<file path="src/rtl/ram_block_arbiter.sv">
// Round-robin arbiter sharing one RAM port among NREQ block requesters.
// Each grant runs one atomic BLOCK_WORDS burst with ERROR retry and wait timeout.
module ram_block_arbiter #(
  parameter int unsigned NREQ        = 2,
  parameter int unsigned BLOCK_WORDS = 2,
  parameter int unsigned TIMEOUT     = 64,
  parameter int unsigned MAX_RETRY   = 3
) (
  input  logic                       i_clk,
  input  logic                       i_rst,
  input  logic [NREQ-1:0]            i_req_valid,
  input  logic [NREQ-1:0]            i_req_wen,
  input  logic [NREQ*32-1:0]         i_req_addr,
  input  logic [NREQ*32-1:0]         i_req_wdata,
  output logic [NREQ-1:0]            o_grant,
  output logic [((BLOCK_WORDS > 1) ? $clog2(BLOCK_WORDS) : 1)-1:0] o_word_idx,
  output logic [NREQ-1:0]            o_word_ack,
  output logic [31:0]                o_rdata,
  output logic [NREQ-1:0]            o_req_done,
  output logic [NREQ-1:0]            o_req_err,
  output logic                       o_ram_ren,
  output logic                       o_ram_wen,
  output logic [31:0]                o_ram_addr,
  output logic [31:0]                o_ram_store,
  input  logic [31:0]                i_ram_load,
  input  logic [1:0]                 i_ram_state
);

  localparam int unsigned IDX_W  = (BLOCK_WORDS > 1) ? $clog2(BLOCK_WORDS) : 1;
  localparam int unsigned OWN_W  = $clog2(NREQ);
  localparam int unsigned WAIT_W = $clog2(TIMEOUT + 1);
  localparam int unsigned RTY_W  = $clog2(MAX_RETRY + 1);

  localparam logic [IDX_W-1:0]  LAST_IDX  = IDX_W'(BLOCK_WORDS - 1);
  localparam logic [WAIT_W-1:0] WAIT_LIM  = WAIT_W'(TIMEOUT - 1);
  localparam logic [RTY_W-1:0]  RETRY_LIM = RTY_W'(MAX_RETRY);
  localparam logic [NREQ-1:0]   ONE_HOT0  = NREQ'(1);

  localparam logic [1:0] RAM_FREE   = 2'd0;
  localparam logic [1:0] RAM_BUSY   = 2'd1;
  localparam logic [1:0] RAM_ACCESS = 2'd2;
  localparam logic [1:0] RAM_ERROR  = 2'd3;

  typedef enum logic [1:0] {StIdle, StXfer, StDone} state_t;

  state_t             r_state, w_state_next;
  logic [NREQ-1:0]    r_grant, w_grant_next;
  logic [OWN_W-1:0]   r_owner, w_owner_next;
  logic [OWN_W-1:0]   r_last, w_last_next;
  logic [31:0]        r_base, w_base_next;
  logic               r_wen, w_wen_next;
  logic [IDX_W-1:0]   r_idx, w_idx_next;
  logic [WAIT_W-1:0]  r_wait, w_wait_next;
  logic [RTY_W-1:0]   r_retry, w_retry_next;
  logic               r_fin, w_fin_next;

  logic               w_pick_found;
  logic [OWN_W-1:0]   w_pick;
  int unsigned        w_cand;
  logic               w_own_valid;
  logic               w_last_word;
  logic               w_access;
  logic               w_drop;
  logic               w_retry_abort;

  // Scan starts just past the previous owner so every pending requester gets a turn.
  always_comb begin
    w_pick_found = 1'b0;
    w_pick       = '0;
    w_cand       = 0;
    for (int unsigned k = 1; k <= NREQ; k++) begin
      w_cand = (32'(r_last) + k) % NREQ;
      if (!w_pick_found && i_req_valid[w_cand]) begin
        w_pick_found = 1'b1;
        w_pick       = OWN_W'(w_cand);
      end
    end
  end

  assign w_own_valid   = i_req_valid[r_owner];
  assign w_last_word   = (r_idx == LAST_IDX);
  assign w_access      = (i_ram_state == RAM_ACCESS);
  assign w_retry_abort = (r_retry == RETRY_LIM);
  // A requester dropping out loses the burst unless its final word completes this cycle.
  assign w_drop        = !w_own_valid && !(w_access && w_last_word && !w_retry_abort);

  always_comb begin
    w_state_next = r_state;
    w_grant_next = r_grant;
    w_owner_next = r_owner;
    w_last_next  = r_last;
    w_base_next  = r_base;
    w_wen_next   = r_wen;
    w_idx_next   = r_idx;
    w_wait_next  = r_wait;
    w_retry_next = r_retry;
    w_fin_next   = r_fin;
    o_word_ack   = '0;
    o_rdata      = '0;
    o_req_done   = '0;
    o_req_err    = '0;
    o_ram_ren    = 1'b0;
    o_ram_wen    = 1'b0;
    o_ram_addr   = '0;
    o_ram_store  = '0;

    unique case (r_state)
      StIdle: begin
        if (w_pick_found) begin
          w_state_next = StXfer;
          w_grant_next = ONE_HOT0 << w_pick;
          w_owner_next = w_pick;
          w_base_next  = i_req_addr[w_pick*32 +: 32];
          w_wen_next   = i_req_wen[w_pick];
          w_idx_next   = '0;
          w_wait_next  = '0;
          w_retry_next = '0;
          w_fin_next   = 1'b0;
        end
      end

      StXfer: begin
        o_ram_addr  = r_base + 32'({r_idx, 2'b00});
        o_ram_store = i_req_wdata[r_owner*32 +: 32];
        if (w_drop) begin
          w_state_next = StDone;
          w_grant_next = '0;
        end else if (w_retry_abort) begin
          o_req_err    = r_grant;
          w_state_next = StDone;
          w_grant_next = '0;
        end else begin
          o_ram_ren = ~r_wen;
          o_ram_wen = r_wen;
          unique case (i_ram_state)
            RAM_ACCESS: begin
              o_word_ack   = r_grant;
              o_rdata      = i_ram_load;
              w_wait_next  = '0;
              w_retry_next = '0;
              if (w_last_word) begin
                w_fin_next   = 1'b1;
                w_state_next = StDone;
                w_grant_next = '0;
                w_idx_next   = '0;
              end else begin
                w_idx_next = r_idx + 1'b1;
              end
            end
            RAM_ERROR: begin
              w_retry_next = r_retry + 1'b1;
            end
            RAM_FREE, RAM_BUSY: begin
              if (r_wait == WAIT_LIM) begin
                o_req_err    = r_grant;
                w_state_next = StDone;
                w_grant_next = '0;
              end else begin
                w_wait_next = r_wait + 1'b1;
              end
            end
            default: ;
          endcase
        end
      end

      StDone: begin
        // Completion is reported here so it never coincides with the last word_ack.
        if (r_fin) begin
          o_req_done = ONE_HOT0 << r_owner;
        end
        w_last_next  = r_owner;
        w_fin_next   = 1'b0;
        w_idx_next   = '0;
        w_state_next = StIdle;
      end

      default: w_state_next = StIdle;
    endcase
  end

  always_ff @(posedge i_clk or posedge i_rst) begin
    if (i_rst) begin
      r_state <= StIdle;
      r_grant <= '0;
      r_owner <= '0;
      r_last  <= OWN_W'(NREQ - 1);
      r_base  <= '0;
      r_wen   <= 1'b0;
      r_idx   <= '0;
      r_wait  <= '0;
      r_retry <= '0;
      r_fin   <= 1'b0;
    end else begin
      r_state <= w_state_next;
      r_grant <= w_grant_next;
      r_owner <= w_owner_next;
      r_last  <= w_last_next;
      r_base  <= w_base_next;
      r_wen   <= w_wen_next;
      r_idx   <= w_idx_next;
      r_wait  <= w_wait_next;
      r_retry <= w_retry_next;
      r_fin   <= w_fin_next;
    end
  end

  assign o_grant    = r_grant;
  assign o_word_idx = r_idx;

endmodule

</file>
<file path="config.mk">
export PLATFORM = sky130hd
export DESIGN_NAME = ram_block_arbiter
export DESIGN_NICKNAME = d
export VERILOG_FILES = /design/src/rtl/ram_block_arbiter.sv
export SDC_FILE = /design/constraint.sdc
export NUM_CORES = 1
export LEC_CHECK = 0
export CORE_MARGIN = 2
export CORE_UTILIZATION = 36
export DETAILED_ROUTE_END_ITERATION = 7
export PLACE_DENSITY_LB_ADDON = 0.1
export SLEW_MARGIN = 20
export SYNTH_ARGS = -nofsm -noshare
export SYNTH_HDL_FRONTEND = slang
export SYNTH_SLANG_ARGS = --single-unit
</file>
<file path="constraint.sdc">
create_clock -name i_clk -period 3.4 [get_ports i_clk]
set_input_delay 0.51 -clock i_clk [delete_from_list [all_inputs] [get_ports i_clk]]
set_output_delay 0.51 -clock i_clk [all_outputs]
set_load 0.02 [all_outputs]
</file>
# After elaboration in Yosys (flattened, before gate mapping)
# Cells that the tools add are included.
[word_totals]
word_cells = 134
in_bits = 168
out_inout_bits = 107
ff_bits = 50
[op_classes]
n_addsub = 6
n_eq_ne = 18
shift = 4
n_bitwise = 1
n_reduce_logical = 20
order_cmp = 4
muxes = 71
[ops]
columns = ["operator", "n"]
rows = [
  ["32-bit 2-to-1 mux", 6],
  ["64-bit by 7-bit variable part select with 32-bit output", 2],
  ["2-bit 2-to-1 mux", 24],
  ["32-bit by 3-bit adder with 32-bit output", 1],
  ["7-bit 2-to-1 mux", 4],
  ["7-bit case mux with 2 select lines", 2],
  ["1-bit 2-to-1 mux", 27],
  ["2-bit case mux with 2 select lines", 6],
  ["5-bit != test, second input constant", 3],
  ["5-bit AND reduction", 3],
  ["6-bit AND reduction", 2],
  ["2-bit != test, second input constant", 5],
  ["2-bit == test, second input constant", 4],
  ["1-bit by 2-bit < comparator with 1-bit output, second input constant", 4],
  ["7-bit by 1-bit adder with 7-bit output, second input constant", 1],
  ["7-bit by 6-bit == test with 1-bit output, second input constant", 1],
  ["3-bit != test, second input constant", 2],
  ["1-bit case mux with 3 select lines", 2],
  ["2-bit by 1-bit == test with 1-bit output, second input constant", 2],
  ["1-bit logical AND", 4],
  ["1-bit logical NOT", 4],
  ["2-bit logical NOT", 2],
  ["4-bit AND reduction", 1],
  ["1-bit by 1-bit << shifter with 2-bit output, first input constant", 2],
  ["8 further kinds", 10],
]

# Logic depth before layout (Yosys ltp)
# Gate-level depths: netlist (run 1).
[depth]
ltp_word = 10
ltp_mapped = 7
depth_no_buf = 6

# Least setup slack after synthesis (run 1)
# OpenSTA, ideal clock, no wires.
[synth_path]
path_kind = "reg2out"
from = "register r_idx (netlist: o_word_idx)"
to = "output o_ram_addr[24]"
path_slack_ps = 408
arrival_ps = 2482
stages_incl_launch_ff = 8
n_path_buf = 1
cell_sequence = "dfrtp_1 ha_1 ha_1 nand3_1 or4_1 buf_2 or4_1 a21oi_1"
[synth_via]
elab_chain_cells = 2
[synth_rtl]
columns = ["element", "line_no", "rtl"]
rows = [
  ["from (decl)", "52", "logic [IDX_W-1:0] r_idx, w_idx_next;"],
  ["from (signal assigned)", "201", "r_idx <= w_idx_next;"],
  ["32-bit by 3-bit adder with 32-bit output", "123", "o_ram_addr = r_base + 32'({r_idx, 2'b00});"],
  ["32-bit 2-to-1 mux", "107", "unique case (r_state)"],
  ["to (decl)", "23", "output logic [31:0] o_ram_addr,"],
]
# Every way passes these cells.

# Worst setup path in the final report (run 1)
[layout_path]
from = "input i_req_valid[1]"
to = "output o_ram_ren"
[layout_via]
elab_chain_cells = 6
[layout_rtl]
columns = ["element", "line_no", "rtl"]
rows = [
  ["from (decl)", "11", "input logic [NREQ-1:0] i_req_valid,"],
  ["1-bit 2-to-1 mux (implied by the code) (2 in series)", "80", "assign w_own_valid = i_req_valid[r_owner];"],
  ["1-bit logical NOT", "85", "assign w_drop = !w_own_valid && !(w_access && w_last_word && !w_retry_abort);"],
  ["1-bit logical AND", "85", ""],
  ["1-bit 2-to-1 mux", "125", "if (w_drop) begin"],
  ["1-bit 2-to-1 mux", "107", ""],
  ["to (decl)", "21", "output logic o_ram_ren,"],
]
# Every way passes these cells. The select of a mux whose other input is x is not followed.

==> flow_summary.yaml, run 1 <==
status:
  status: "finished clean"
power:
  p_leak_nw: 2.908
  p_per_area_mw_per_mm2: 644.3
  sw_frac_of_total_pct: 46.21
  pwr-share-seq_pct: 25.3
  ir_drop_v: 0.0003804
  p_sw_mw: 2.111
  power_frac_comb_pct: 65.6
  pwr-share-clk_pct: 9.1
  internal_power_mw: 2.458
floorplan:
  dieArea_mm2: 0.01210
  core-area_mm2: 0.01089
  rows: 38
  die_height_um: 110.0
  start_util_pct: 37.14
  io_pins: 275
  fp.dieW_um: 110.0
detailed_routing:
  drc_errors: 0
  ant_nets: 0
  wl_um: 14770
  via_count: 4567
  dr.pass1.iters: 4
  wl_per_cell_um: 16.52
  viasPerCell: 5.109
  first_iter_violations: 280
timing:
  layout_setup_ws_ps: 118.1
  worst_slew_pin_slew_ps: 724.7
  post-route-period-util_pct: 96.53
  fin_hold_ws_ps: 483.6
  fmax_mhz: 304.7
  rsz0062_at_grt: "yes"
  drv_slew: 0
  setup_viol: 0
  hold_viol_final: 0
  fin_crit_ps: 3282
  skew_ps: 6.650
  relSlewSlack_pct: 51.61
placed_design:
  placed_cells: 886
  placed_cell_area_mm2: 0.006955
  hpwl_um: 11730
  routabilityCongestion: 0.9185
  place_ws_ps: -27.46
  portBuffers: 274
synthesis:
  synth_top_family_by_area: "simple AND/OR/NAND/NOR gates"
  avgSynthCellArea_um2: 8.203
  ys_seq_area_share_pct: 30.97
  synth_xor_area_share_pct: 2.382
  syn_inst: 493
  yosys-mux-area-fraction_pct: 19.21
  synth_ff_type: "dfrtp_1"
  syn_nets: 665
  async_reset_ff_share_pct: 100.0
  syn_area_mm2: 0.004044
  synth_top_area_share_pct: 30.32
  synth.area.top_cells: "dfrtp_1, mux2i_1, and2_1"
  synth_seq_cells: 50
  synth_edf_count: 0
  yosys.area_share.simple_pct: 28.90
  synth_fa_ha_area_share_pct: 1.238
  synth_top_cell_by_area: "dfrtp_1"
  ys_types: 55
  synth_compound_area_share_pct: 12.38
  yosys_warnings: 0
cts:
  cts_tree: "built"
  post_cts_buffers: 0
  cts_root_buf: "clkbuf_8"
  cts.sink_count: 50
  cts_htree_levels: 2
  clock_latency_ps: 300
  clockBufferDepth: 2
  cts_buffers: 5
  clkSlewWorstSetupHoldPaths_ps: 90
setup_path:
  crit_start: "i_req_valid[1]"
  r2r_slack_ps: 1270
  worst_ep_required_time_ps: 2890
  crit_family: "buffers and inverters"
  start_kind: "input pin"
  crit_path_frequent_cell: "clkdlybuf4s50_1"
  slowest_stage: "clkdlybuf4s50_1"
  worstSetupPathType: "in2out"
  worstReg2RegStart: "r_state[1]"
  slowest_delay_ps: 620
  endpoint_kind: "output port"
  reg2reg_to: "r_wait[3]"
  timing.critical_path.arrival_ps: 2770
  crit_buf_inv: 3
  cp_max_fo: 7
  worst_r2r_path_depth: 5
  path_depth: 6
  path_cells: "clkdlybuf4s50_1, mux2i_2, buf_4, a211oi_1, nor2b_1, clkdlybuf4s50_1"
  endpoint: "o_ram_ren"
cells_and_area:
  instances_no_fill: 894
  diodes: 0
  final_util_pct: 65.13
  nets: 925
  seq_area_mm2: 0.001254
  drive_gt1_share_pct: 6.764
  multi_input_area_mm2: 0.002659
  nFillCells: 981
  area_growth_pct: 75.37
  final_cell_area_mm2: 0.007092
grt:
  antenna_found_initial: 0
  grt_pass1_wl_um: 21690
  grt.total_usage_pct: 22.99
  grt_overflow: 0
  grt_pass1_vias: 4374
  grt_max_degree: 61
hold_path:
  whs_path_depth: 2
  hp-class: "reg2reg"
run:
  maxCapViolCount: 0
[power groups by stage]
stage | clock network, mW | registers, mW | logic (mW)
2_1_floorplan | 0 | 1.09 | 1.80
3_3_place_gp | 0 | 1.14 | 2.99
3_5_place_dp | 0 | 1.16 | 3.03
4_1_cts | 0.427 | 1.15 | 3.02
5_1_grt | 0.444 | 1.20 | 3.25
6_report | 0.416 | 1.15 | 3.00
[repair_timing]
item                                    4_1_cts  5_1_grt
resized for setup                            11       18
endpoints found under the setup margin       11       12
hold buffers                                  0        0
endpoints found under the hold margin         0        0
[worst min-delay path by stage]
stage / slack, ps / end / from
finish: 480 / r_base[0] / r_base[0]
global route: 520 / r_retry[0] / r_retry[0]
CTS: 480 / r_base[1] / r_base[1]
detailed placement: 460 / r_base[1] / r_base[1]
global placement: 460 / r_base[1] / r_base[1]
floorplan: 440 / r_base[0] / r_base[0]
[logic make-up after synthesis]
family	Yosys count
xor+xnor	11
fa+ha+maj	4
flops	50
buf+inv	44
compound gates	82
simple gates	225
mux	77
[per-layer routing]
layer	up-vias	wire (µm)	global-route usage, %	part of all wire [%]
met5	-	0	0	0
met4	0	320	7.233	2.2
met3	25	1291	5.056	8.7
met2	185	7244	41.50	49
met1	2098	5917	26.97	40
li1	2259	-	-	-
[registers in the layout, indices dropped and copies added (netlist names)]
name,cells
r_base,32
r_wait,7
o_grant,2
r_retry,2
r_state,2
o_word_idx,1
r_fin,1
r_last,1
r_owner,1
r_wen,1
[cell usage in the layout (no fill, tap or decap), types with 4 or more instances in the layout]
cell / netlist / routed
o31ai_1: 8 / 8
a21oi_1: 13 / 13
nand3_1: 13 / 13
and2_1: 40 / 40
dfrtp_1: 49 / 48
or3_1: 7 / 6
nor3_1: 6 / 6
o22a_1: 4 / 4
or4_1: 6 / 4
nand2_1: 57 / 57
nor4_1: 10 / 6
clkdlybuf4s50_1: 0 / 262
o21ai_0: 39 / 39
clkbuf_2: 0 / 4
mux2i_1: 74 / 74
nor4_2: 0 / 4
nand4_1: 7 / 7
nand2b_1: 9 / 8
ha_1: 4 / 4
buf_4: 0 / 12
xnor2_1: 4 / 4
xor2_1: 7 / 7
dlymetal6s2s_1: 0 / 5
inv_1: 9 / 8
clkbuf_8: 2 / 5
nor2_1: 46 / 46
[cell type report]
cell class	count	area share (%)
timing repair buffer	288	40.38
multi-input combinational	399	37.49
sequential	50	17.68
tap	140	2.470
clock buffer	7	1.076
inverter	9	0.4764
clock inverter	1	0.4234
[cell usage after synthesis, drive strengths merged (10+ instances only)]
| library cell | n |
|---|---|
| mux2i | 75 |
| nand2 | 58 |
| dfrtp | 49 |
| nor2 | 46 |
| and2 | 42 |
| o21ai | 39 |
| clkbuf | 21 |
| buf | 14 |
| nand3 | 14 |
| a21oi | 13 |
| nor4 | 10 |
[through the flow]
| stage | TNS [ps] | total power [mW] |
|---|---|---|
| 6_report | 0 | 4.569 |
| 5_1_grt | -7.137 | 4.896 |
| 2_1_floorplan | 0 | 2.893 |
| 3_3_place_gp | 0 | 4.135 |
| 4_1_cts | 0 | 4.599 |
| 3_5_place_dp | -27.46 | 4.193 |
[worst reg2reg max path, stage by stage, from the launching register on]
cell,delay [ps]
dfrtp_1,470
nand2b_2,280
buf_4,360
or4_1,580
nor3_1,230
o22a_1,150
Power figures use the tool's default switching activity.
==> run 2, diff against run 1 <==
Settings changed: REMOVE_ABC_BUFFERS set to 1.
==> run 2 against run 1 <==
Effect of this change: worst setup slack better by 42 ps; core utilization stayed put; cell area stayed put; register-to-register slack worse by 100 ps; sequential cell count stayed put; via count hardly changed; worst hold slack better by 2.5 ps; die area stayed put; cell count is 0.22% higher; clock power is 15% lower; non-clock buffer count is 2 higher; largest cell class unchanged; highest routed layer unchanged.
==> flow_summary.yaml, run 2 (synthesis gave the netlist of run 1 again) <==
detailed_routing:
  drc_errors: 0
  wl_per_cell_um: 16.65
  ant_nets: 0
  viasPerCell: 5.095
  dr.pass1.iters: 4
  first_iter_violations: 185
  via_count: 4565
  wl_um: 14920
cells_and_area:
  final_cell_mix: "clkdlybuf4s50_1, mux2i_1, nand2_1, dfrtp_1, nor2_1"
  nets: 927
  final_common_cell: "clkdlybuf4s50_1"
  top_register: "r_base"
  diodes: 0
  reg_top3: "r_base (32), r_wait (7)"
  largest_reg_flops: 32
  area_growth_pct: 75.37
  drive_gt1_share_pct: 7.143
  instances_no_fill: 896
power:
  p_leak_nw: 2.881
  p_per_area_mw_per_mm2: 642.2
  ir_drop_v: 0.0005481
  power_mw: 4.554
floorplan:
  die_height_um: 110.0
  dieArea_mm2: 0.01210
  io_pins: 275
  core-area_mm2: 0.01089
  fp.dieW_um: 110.0
  rows: 38
  start_util_pct: 37.14
cts:
  cts_tree: "built"
  cts-hold-fix-buffers: 0
  cts.sink_count: 50
  cts_buffers: 5
  cts_root_buf: "clkbuf_8"
  clock_latency_ps: 310
  post_cts_buffers: 0
  clkSlewWorstSetupHoldPaths_ps: 100
  clockBufferDepth: 2
  cts_htree_levels: 2
hold_path:
  hold_start: "r_base[0]"
  hp-class: "reg2reg"
placed_design:
  routabilityCongestion: 0.8133
  portBuffers: 274
  placed_cells: 888
  hpwl_um: 11840
timing:
  fin_crit_ps: 3240
  skew_ps: 21.39
  drv_slew: 0
  post-route-period-util_pct: 95.30
  relSlewSlack_pct: 52.40
  setup_viol: 0
  hold_viol_final: 0
  worst_slew_pin_slew_ps: 712.9
  setup_tns_ps: 0
  fmax_mhz: 308.6
setup_path:
  worstSetupPathType: "reg2out"
  worst_ep_required_time_ps: 2890
  endpoint_kind: "output port"
  timing.critical_path.arrival_ps: 2730
  crit_start: "r_base[2]"
  cp_max_fo: 9
  start_kind: "flip-flop"
  worstReg2RegStart: "r_state[1]"
grt:
  grt_overflow: 0
  grt_pass1_wl_um: 22190
  grt_max_degree: 56
  grt.total_usage_pct: 23.45
  antenna_found_initial: 0
  grt_pass1_vias: 4275
status:
  status: "finished clean"
run:
  maxCapViolCount: 0
## run 2: changes by cell type in the layout (fill, tap and decap cells not counted), sizes merged, moves of 2 or more
cell / change
clkbuf: -3
clkdlybuf4s50: +3
buf: +2
dlygate4sd2: +2
dlymetal6s2s: -2
## run 2: power breakdown
group	internal (mW)	switching [mW]	leakage, nW
clock	0.147	0.208	0.0456
combinational	1.39	1.64	2.21
sequential	0.864	0.304	0.628
## run 2: through the flow
stage / utilization [%] / worst slack, ps / hold WS (ps) / area (µm²)
floorplan: - / -1371 / 441.8 / 3879
global placement: 64.02 / 90.34 / 454.8 / 6970
detailed placement: 64.02 / 35.09 / 467.0 / 6970
CTS: 65.00 / 3.549 / 493.6 / 7077
global route: 65.13 / -3.780 / 522.4 / 7092
finish: 65.13 / 159.9 / 486.1 / 7092
## run 2: layer usage
metal	share of wire, %	vias up	GRT usage (%)
met2	48	166	40.32
met4	2.3	0	7.233
met5	0	-	0
li1	-	2264	-
met3	9.1	14	5.820
met1	41	2121	28.83
## run 2: timing repair
| item | 4_1_cts | 5_1_grt |
|---|---|---|
| setup endpoints to repair | 10 | 9 |
| hold endpoints to repair | 0 | 0 |
| resized for setup | 12 | 11 |
| pin swaps | 0 | 0 |
## run 2: layout make-up
class                   instances  area [µm²]
fillers                       943        3796
inverters                       9       33.78
flip-flops and latches         50        1255
well taps                     140       175.2
repair buffers                290        2882
clock buffers                   6       72.57
clock inverters                 2       13.76
multi-input cells             399        2660
## run 2: path summary, 6_finish.rpt
check	end	slack (ps)	cells after the start
worst min register to register	r_base[0]	490	2
min in group asynchronous	r_wen	630	2
worst max register to register	r_wait[3]	1170	5
worst min-delay path	r_base[0]	490	2
max in group asynchronous	r_base[8]	2080	3
worst max-delay path	o_ram_addr[30]	160	7
## run 2: critical path: stages (launching register included)
cell and delay (ps):
dfrtp_1 370, ha_1 210, ha_1 220, nand3_1 150, or4_4 530, nor4_1 350, mux2i_1 240, dlygate4sd2_1 350
